`config.mk`:
```
export PLATFORM = sky130hd
export DESIGN_NAME = except_redirect_ctrl
export DESIGN_NICKNAME = d
export VERILOG_FILES = /design/src/rtl/except_redirect_ctrl.sv
export SDC_FILE = /design/constraint.sdc
export NUM_CORES = 1
export LEC_CHECK = 0
export ABC_AREA = 1
export BUFFER_PORTS_ARGS = -buffer_cell sky130_fd_sc_hd__buf_2
export CAP_MARGIN = 20
export CORE_MARGIN = 5
export CORE_UTILIZATION = 42
export DETAILED_ROUTE_END_ITERATION = 8
export GPL_TIMING_DRIVEN = 0
export PLACE_DENSITY_LB_ADDON = 0.3
export SLEW_MARGIN = 30
export SYNTH_ARGS = -nofsm -noshare
export SYNTH_HDL_FRONTEND = slang
export SYNTH_SLANG_ARGS = --single-unit
```
`constraint.sdc`:
```
create_clock -name clk -period 1.35 [get_ports clk]
set_input_delay 0.135 -clock clk [delete_from_list [all_inputs] [get_ports clk]]
set_output_delay 0.135 -clock clk [all_outputs]
set_load 0.01 [all_outputs]
```
`src/rtl/except_redirect_ctrl.sv`:
```
// Exception/ERET redirect sequencer for the uncached instruction fetch path.
// Latency: redirect one cycle after flush (no fetches pending) or one cycle after the last pending response.
// Backpressure: masks fetch requests while flushing/draining or when MAX_OUTSTANDING fetches are in flight.
// Optional feature macro: EXC_FAST_REDIRECT_EN (same-cycle redirect from IDLE when nothing is in flight).
module except_redirect_ctrl #(
  parameter int MAX_OUTSTANDING = 2,
  parameter int CNT_W           = 2
) (
  input  logic        clk,
  input  logic        rst,
  input  logic        flush_except,
  input  logic [31:0] pc_except,
  input  logic        inst_addr_ok,
  input  logic        inst_data_ok,
  output logic        inst_req_mask,
  output logic        discard_inst,
  output logic        flushF,
  output logic        flushD,
  output logic        flushE,
  output logic        flushM,
  output logic        stallF,
  output logic        pc_redirect_valid,
  output logic [31:0] pc_redirect,
  output logic        busy
);

  typedef enum logic [1:0] {
    S_IDLE     = 2'd0,
    S_DRAIN    = 2'd1,
    S_REDIRECT = 2'd2
  } state_e;

  localparam logic [CNT_W-1:0] CNT_MAX = CNT_W'(MAX_OUTSTANDING);

  state_e           state_q;
  logic [CNT_W-1:0] cnt_q;
  logic [CNT_W-1:0] cnt_d;
  logic [31:0]      target_q;
  logic             cnt_inc;
  logic             cnt_dec;
  logic             fast_hit;

  // Outstanding-fetch count: a response with nothing in flight is ignored, and the count saturates at MAX.
  always_comb begin
    cnt_dec = inst_data_ok && (cnt_q != '0);
    cnt_inc = inst_addr_ok && ((cnt_q != CNT_MAX) || cnt_dec);
    cnt_d   = cnt_q;
    if (cnt_inc && !cnt_dec) begin
      cnt_d = cnt_q + CNT_W'(1);
    end else if (!cnt_inc && cnt_dec) begin
      cnt_d = cnt_q - CNT_W'(1);
    end
  end

`ifdef EXC_FAST_REDIRECT_EN
  // Nothing in flight after this cycle: redirect immediately and stay in IDLE.
  assign fast_hit = (state_q == S_IDLE) && flush_except && (cnt_d == '0);
`else
  assign fast_hit = 1'b0;
`endif

  // Sequencer state, outstanding counter and latched redirect target.
  always_ff @(posedge clk) begin
    if (rst) begin
      state_q  <= S_IDLE;
      cnt_q    <= '0;
      target_q <= '0;
    end else begin
      cnt_q <= cnt_d;
      case (state_q)
        S_IDLE: begin
          if (flush_except) begin
            target_q <= pc_except;
            if (fast_hit) begin
              state_q <= S_IDLE;
            end else if (cnt_d == '0) begin
              state_q <= S_REDIRECT;
            end else begin
              state_q <= S_DRAIN;
            end
          end
        end
        S_DRAIN: begin
          // A second flush here is ignored: the pipeline only holds bubbles.
          if (cnt_d == '0) begin
            state_q <= S_REDIRECT;
          end
        end
        S_REDIRECT: begin
          state_q <= S_IDLE;
        end
        default: begin
          state_q <= S_IDLE;
        end
      endcase
    end
  end

  // Flush, stall, mask and redirect outputs decoded from state, flush_except and the counter.
  always_comb begin
    inst_req_mask     = (cnt_q == CNT_MAX);
    discard_inst      = 1'b0;
    flushF            = 1'b0;
    flushD            = 1'b0;
    flushE            = 1'b0;
    flushM            = 1'b0;
    stallF            = 1'b0;
    pc_redirect_valid = 1'b0;
    pc_redirect       = '0;
    busy              = (state_q != S_IDLE);
    case (state_q)
      S_IDLE: begin
        if (flush_except) begin
          inst_req_mask = 1'b1;
          flushF        = 1'b1;
          flushD        = 1'b1;
          flushE        = 1'b1;
          flushM        = 1'b1;
        end
        if (fast_hit) begin
          pc_redirect_valid = 1'b1;
          pc_redirect       = pc_except;
        end
      end
      S_DRAIN: begin
        inst_req_mask = 1'b1;
        stallF        = 1'b1;
        flushF        = 1'b1;
        flushD        = 1'b1;
        flushE        = 1'b1;
        flushM        = 1'b1;
        discard_inst  = inst_data_ok;
      end
      S_REDIRECT: begin
        inst_req_mask     = 1'b1;
        flushF            = 1'b1;
        flushD            = 1'b1;
        pc_redirect_valid = 1'b1;
        pc_redirect       = target_q;
      end
      default: begin
        inst_req_mask = 1'b1;
      end
    endcase
  end

endmodule

```
; Word level (Yosys, flattened, before mapping)
; Index checks and enable logic that the tools add are counted.
[totals]
latchBits = 0
output_inout_bits = 41
in_bits = 37
regBits = 36
memories = 0
mem_bits_rw = 0
rom_bits = 0
[classes]
mul = 0
n_eq_ne = 6
reduce_logical = 14
mux = 15
magnitude_cmp = 0
bitwise_logic = 0
n_shift = 0
n_addsub = 2
n_div = 0
[ops]
columns = cell, n
row1 = 2-to-1 mux 32 bit, 1
row2 = 2-to-1 mux 2 bit, 5
row3 = 2-to-1 mux 1 bit, 6
row4 = "inequality test 2 bit, second input constant", 3
row5 = "== test 2 bit, second input constant", 2
row6 = logical AND 1 bit, 4
row7 = logical NOT 2 bit, 2
row8 = one-hot mux 1 bit (2 select lines), 2
row9 = one-hot mux 2 bit (2 select lines), 1
row10 = AND reduction 2 bit, 2
row11 = nonzero test 2 bit, 2
row12 = "adder 2 x 1 -> 2 bit, second input constant", 1
row13 = "== test 2 x 1 -> 1 bit, second input constant", 1
row14 = logical NOT 1 bit, 2
row15 = OR reduction 2 bit, 1
row16 = "subtractor 2 x 1 -> 2 bit, second input constant", 1
row17 = logical OR 1 bit, 1

; Longest topological paths before layout
[depth]
word_depth = 12
ltp_mapped = 13
ltp_nobuf = 13

; Worst setup path after synthesis
; OpenSTA, ideal clock, no wires.
[synth_timing]
path_kind = reg-to-output
start = register state_q[0]
end = output port flushM
arrival_time_ns = 1.398
t_required_ns = 1.215
setup_slack_ns = -0.183
path_stages_with_launch = 7
path_cell_list = dfxtp_1 -> inv_1 -> ha_1 -> nand2_1 -> clkbuf_1 -> nand2_1 -> buf_4
[synth_via]
elab_chain_len = 2
[synth_lines]
columns = item, line_no
row1 = start: declaration, 35  ; state_e state_q;
row2 = start signal: assignment, 65  ; state_q <= S_IDLE;
row3 = start signal: assignment, 75  ; state_q <= S_IDLE;
row4 = start signal: assignment, 77  ; state_q <= S_REDIRECT;
row5 = == test 2 x 1 -> 1 bit or logical NOT 2 bit (tied branches), -
row6 = one-hot mux 1 bit (2 select lines) (*), -
row7 = end: declaration, 20  ; output logic flushM,
; Every way passes the cells marked *; elsewhere a longest branch is shown, timed or not.

; Worst setup path after layout
[layout_timing]
start = register state_q[0]
end = output port inst_req_mask
[layout_via]
elab_chain_len = 2
[layout_lines]
columns = item, line_no
row1 = logical NOT 2 bit, 111  ; case (state_q)
row2 = 2-to-1 mux 1 bit, 111
row3 = end: declaration, 15  ; output logic inst_req_mask,
; No other way between the ends.

==> flow_metrics.tcl <==
set metrics [dict create \
    place_area_um2 2180 \
    clock-skew-final_ns 0.00333 \
    r2r_start "cnt_q[0]" \
    yosys.area.top_type_share 0.421 \
    startpoint_type "flop" \
    first_pass_iters 4 \
    fin_crit_sh 1.18 \
    grt_remaining_overflow 0 \
    cellPowerDensity_nw_per_um2 1300 \
    gp_congestion 0.814 \
    die_x_um 73.8 \
    port_buffers 76 \
    syn_nets 303 \
    start_util 0.431 \
    fin_area_um2 2600 \
    wl_um 4530 \
    vias 1828 \
    worst-r2r-setup-slack_ns -0.08 \
    grt.total_usage 0.175 \
    timing.rr.end "state_q[0]" \
    dieArea_um2 5450 \
    violations "negative setup slack" \
    io_pins 78 \
    numCtsBuffers 5 \
    ys_types 20 \
    syn_inst 260 \
    final_layout_size_suffix_gt1_frac 0.416 \
    cap_violations 0 \
    whs_ns 0.101 \
    drt_iter0_drc 78 \
    synth_area_leaders "dfxtp_1 42%, nand2_1 23%, a21oi_1 9.4%" \
    setup_viol 38 \
    critical_path_arrival_ns 1.46 \
    drc 0 \
    maxSlewHeadroom 0.663 \
    fp-row-count 23 \
    core_um2 3970 \
    p_total_mw 3.37 \
    yosysSeqAreaShare 0.421 \
    ant_nets 0 \
    slew_violations 0 \
    dp_cells 386 \
    die_y_um 73.8 \
    dpl.hpwl_um 3100 \
    worstHoldStart "pc_except[26]" \
    nNetsFinal 401 \
    min_delay_path_depth 3 \
    crit_type "reg -> out" \
    viasPerCell 4.48 \
    final_cells 408 \
    hold_end "target_q[26]" \
    cp_max_fo 3 \
    grt_max_degree 11 \
    synth_area_per_cell_um2 6.58 \
    ys_seq_elements 36 \
    clk_latency_ns 0.27 \
    diodes 0 \
    status "finished, violations left" \
    grt_pass1_vias 1754 \
    cts_sinks 36 \
    antenna_found_initial 0 \
    area_delta_synth_final_pct 52.0 \
    worst_ir_drop_vdd_mv 0.612 \
    min_period_ns 1.59 \
    cp-end-kind "output pin" \
    rsz0062_at_grt "yes" \
    synth_warnings 0 \
    fin_ws_ns -0.243 \
    hold_violations 0 \
    netlist_area_um2 1710 \
    crit_required_ns 1.22 \
    worst_slew_pin_slew_ns 0.506 \
    cts_root_buffer "clkbuf_8" \
    avgRoutedWirePerCell_um 11.1 \
    synth_top_area_cell "dfxtp_1" \
    max_freq_ghz 0.628 \
    grt_first_pass_wirelength_um 7510 \
    clkSlewWorstSetupHoldPaths_ns 0.07 \
    htree_levels 2 \
    p_leak_nw 1.50 \
    reg2reg_depth 12 \
    clk_path_buf_depth 2 \
    cts_tree "built" \
    fillCellCount 361 \
    holdCritPathClass "in -> reg" \
]
## cell usage in the layout, fill, tap and decap left out, drive strengths merged
cell,count
buf,99
a21oi,34
dfxtp,36
nand3,7
inv,43
clkbuf,13
nand4,1
ha,6
nand2,110
or2,2
o21ai,1
clkinv,1
nor2,5
## report_power, final
| part | switching [mW] | internal [mW] |
|---|---|---|
| combinational | 0.727 | 0.683 |
| clock | 0.339 | 0.350 |
| sequential | 0.0738 | 1.20 |
## synth_stat cells, drive strengths merged
cell	n
nand4	1
inv	43
buf	7
or2	2
a21oi	34
nand3	7
clkbuf	8
dfxtp	36
ha	6
o21ai	1
nor2	5
nand2	110
## worst max-delay path: stages (launching register included)
cell	delay (ns)
dfxtp_2	0.33
inv_2	0.08
ha_4	0.18
inv_2	0.04
or2_4	0.22
or2_1	0.20
buf_2	0.14
## what timing repair did
item / CTS / global route
buffers inserted: 15 / 0
pin swaps: 11 / 6
hold buffers: 0 / 0
gates resized for setup: 50 / 15
gates cloned: 0 / 0
setup endpoints to repair: 59 / 55
## worst max-delay path by stage
stage	start	to	slack, ns	cells past startpoint
after global routing	state_q[1]	inst_req_mask	-0.30	6
after floorplan	cnt_q[0]	state_q[1]	0.0003	12
after global placement	state_q[0]	pc_redirect[22]	-0.18	6
final	state_q[0]	inst_req_mask	-0.24	6
after detailed placement	state_q[0]	flushF	-0.18	9
after CTS	state_q[0]	inst_req_mask	-0.25	6
## cells by family after synthesis
kind of cell | after synthesis | share of synthesized area
AO/OA/AOI/OAI | 35 | 0.107
adder cells (fa/ha/maj) | 6 | 0.0439
buffers and inverters | 58 | 0.134
flip-flops | 36 | 0.421
AND/OR/NAND/NOR | 125 | 0.294
## per-stage QoR
| stage | TNS, ns | util | worst slack, ns |
|---|---|---|---|
| after floorplan | 0 | - | 0.000282 |
| after global routing | -8.69 | 0.655 | -0.301 |
| final | -5.71 | 0.655 | -0.243 |
| after CTS | -6.25 | 0.647 | -0.251 |
| after global placement | -5.80 | 0.550 | -0.181 |
| after detailed placement | -6.01 | 0.550 | -0.181 |
## flip-flops by register name, indices dropped and copies added (netlist names)
signal,flops
state_q,2
target_q,32
cnt_q,2
## routing by layer
metal,global-route usage,part of all wire
met3,0.0438,0.062
met1,0.202,0.41
met2,0.311,0.51
met5,0,0
met4,0.0604,0.012
## layout make-up
type / instances / area [µm²] / share of cell area
buffer: 15 / 149 / 0.0572
tap: 50 / 62.6 / 0.0241
multi-input combinational: 166 / 907 / 0.349
clock buffer: 6 / 72.6 / 0.0279
clock inverter: 1 / 5.00 / 0.00192
timing repair buffer: 91 / 505 / 0.194
inverter: 43 / 174 / 0.0669
sequential: 36 / 726 / 0.279
(Power assumes the default switching activity.)
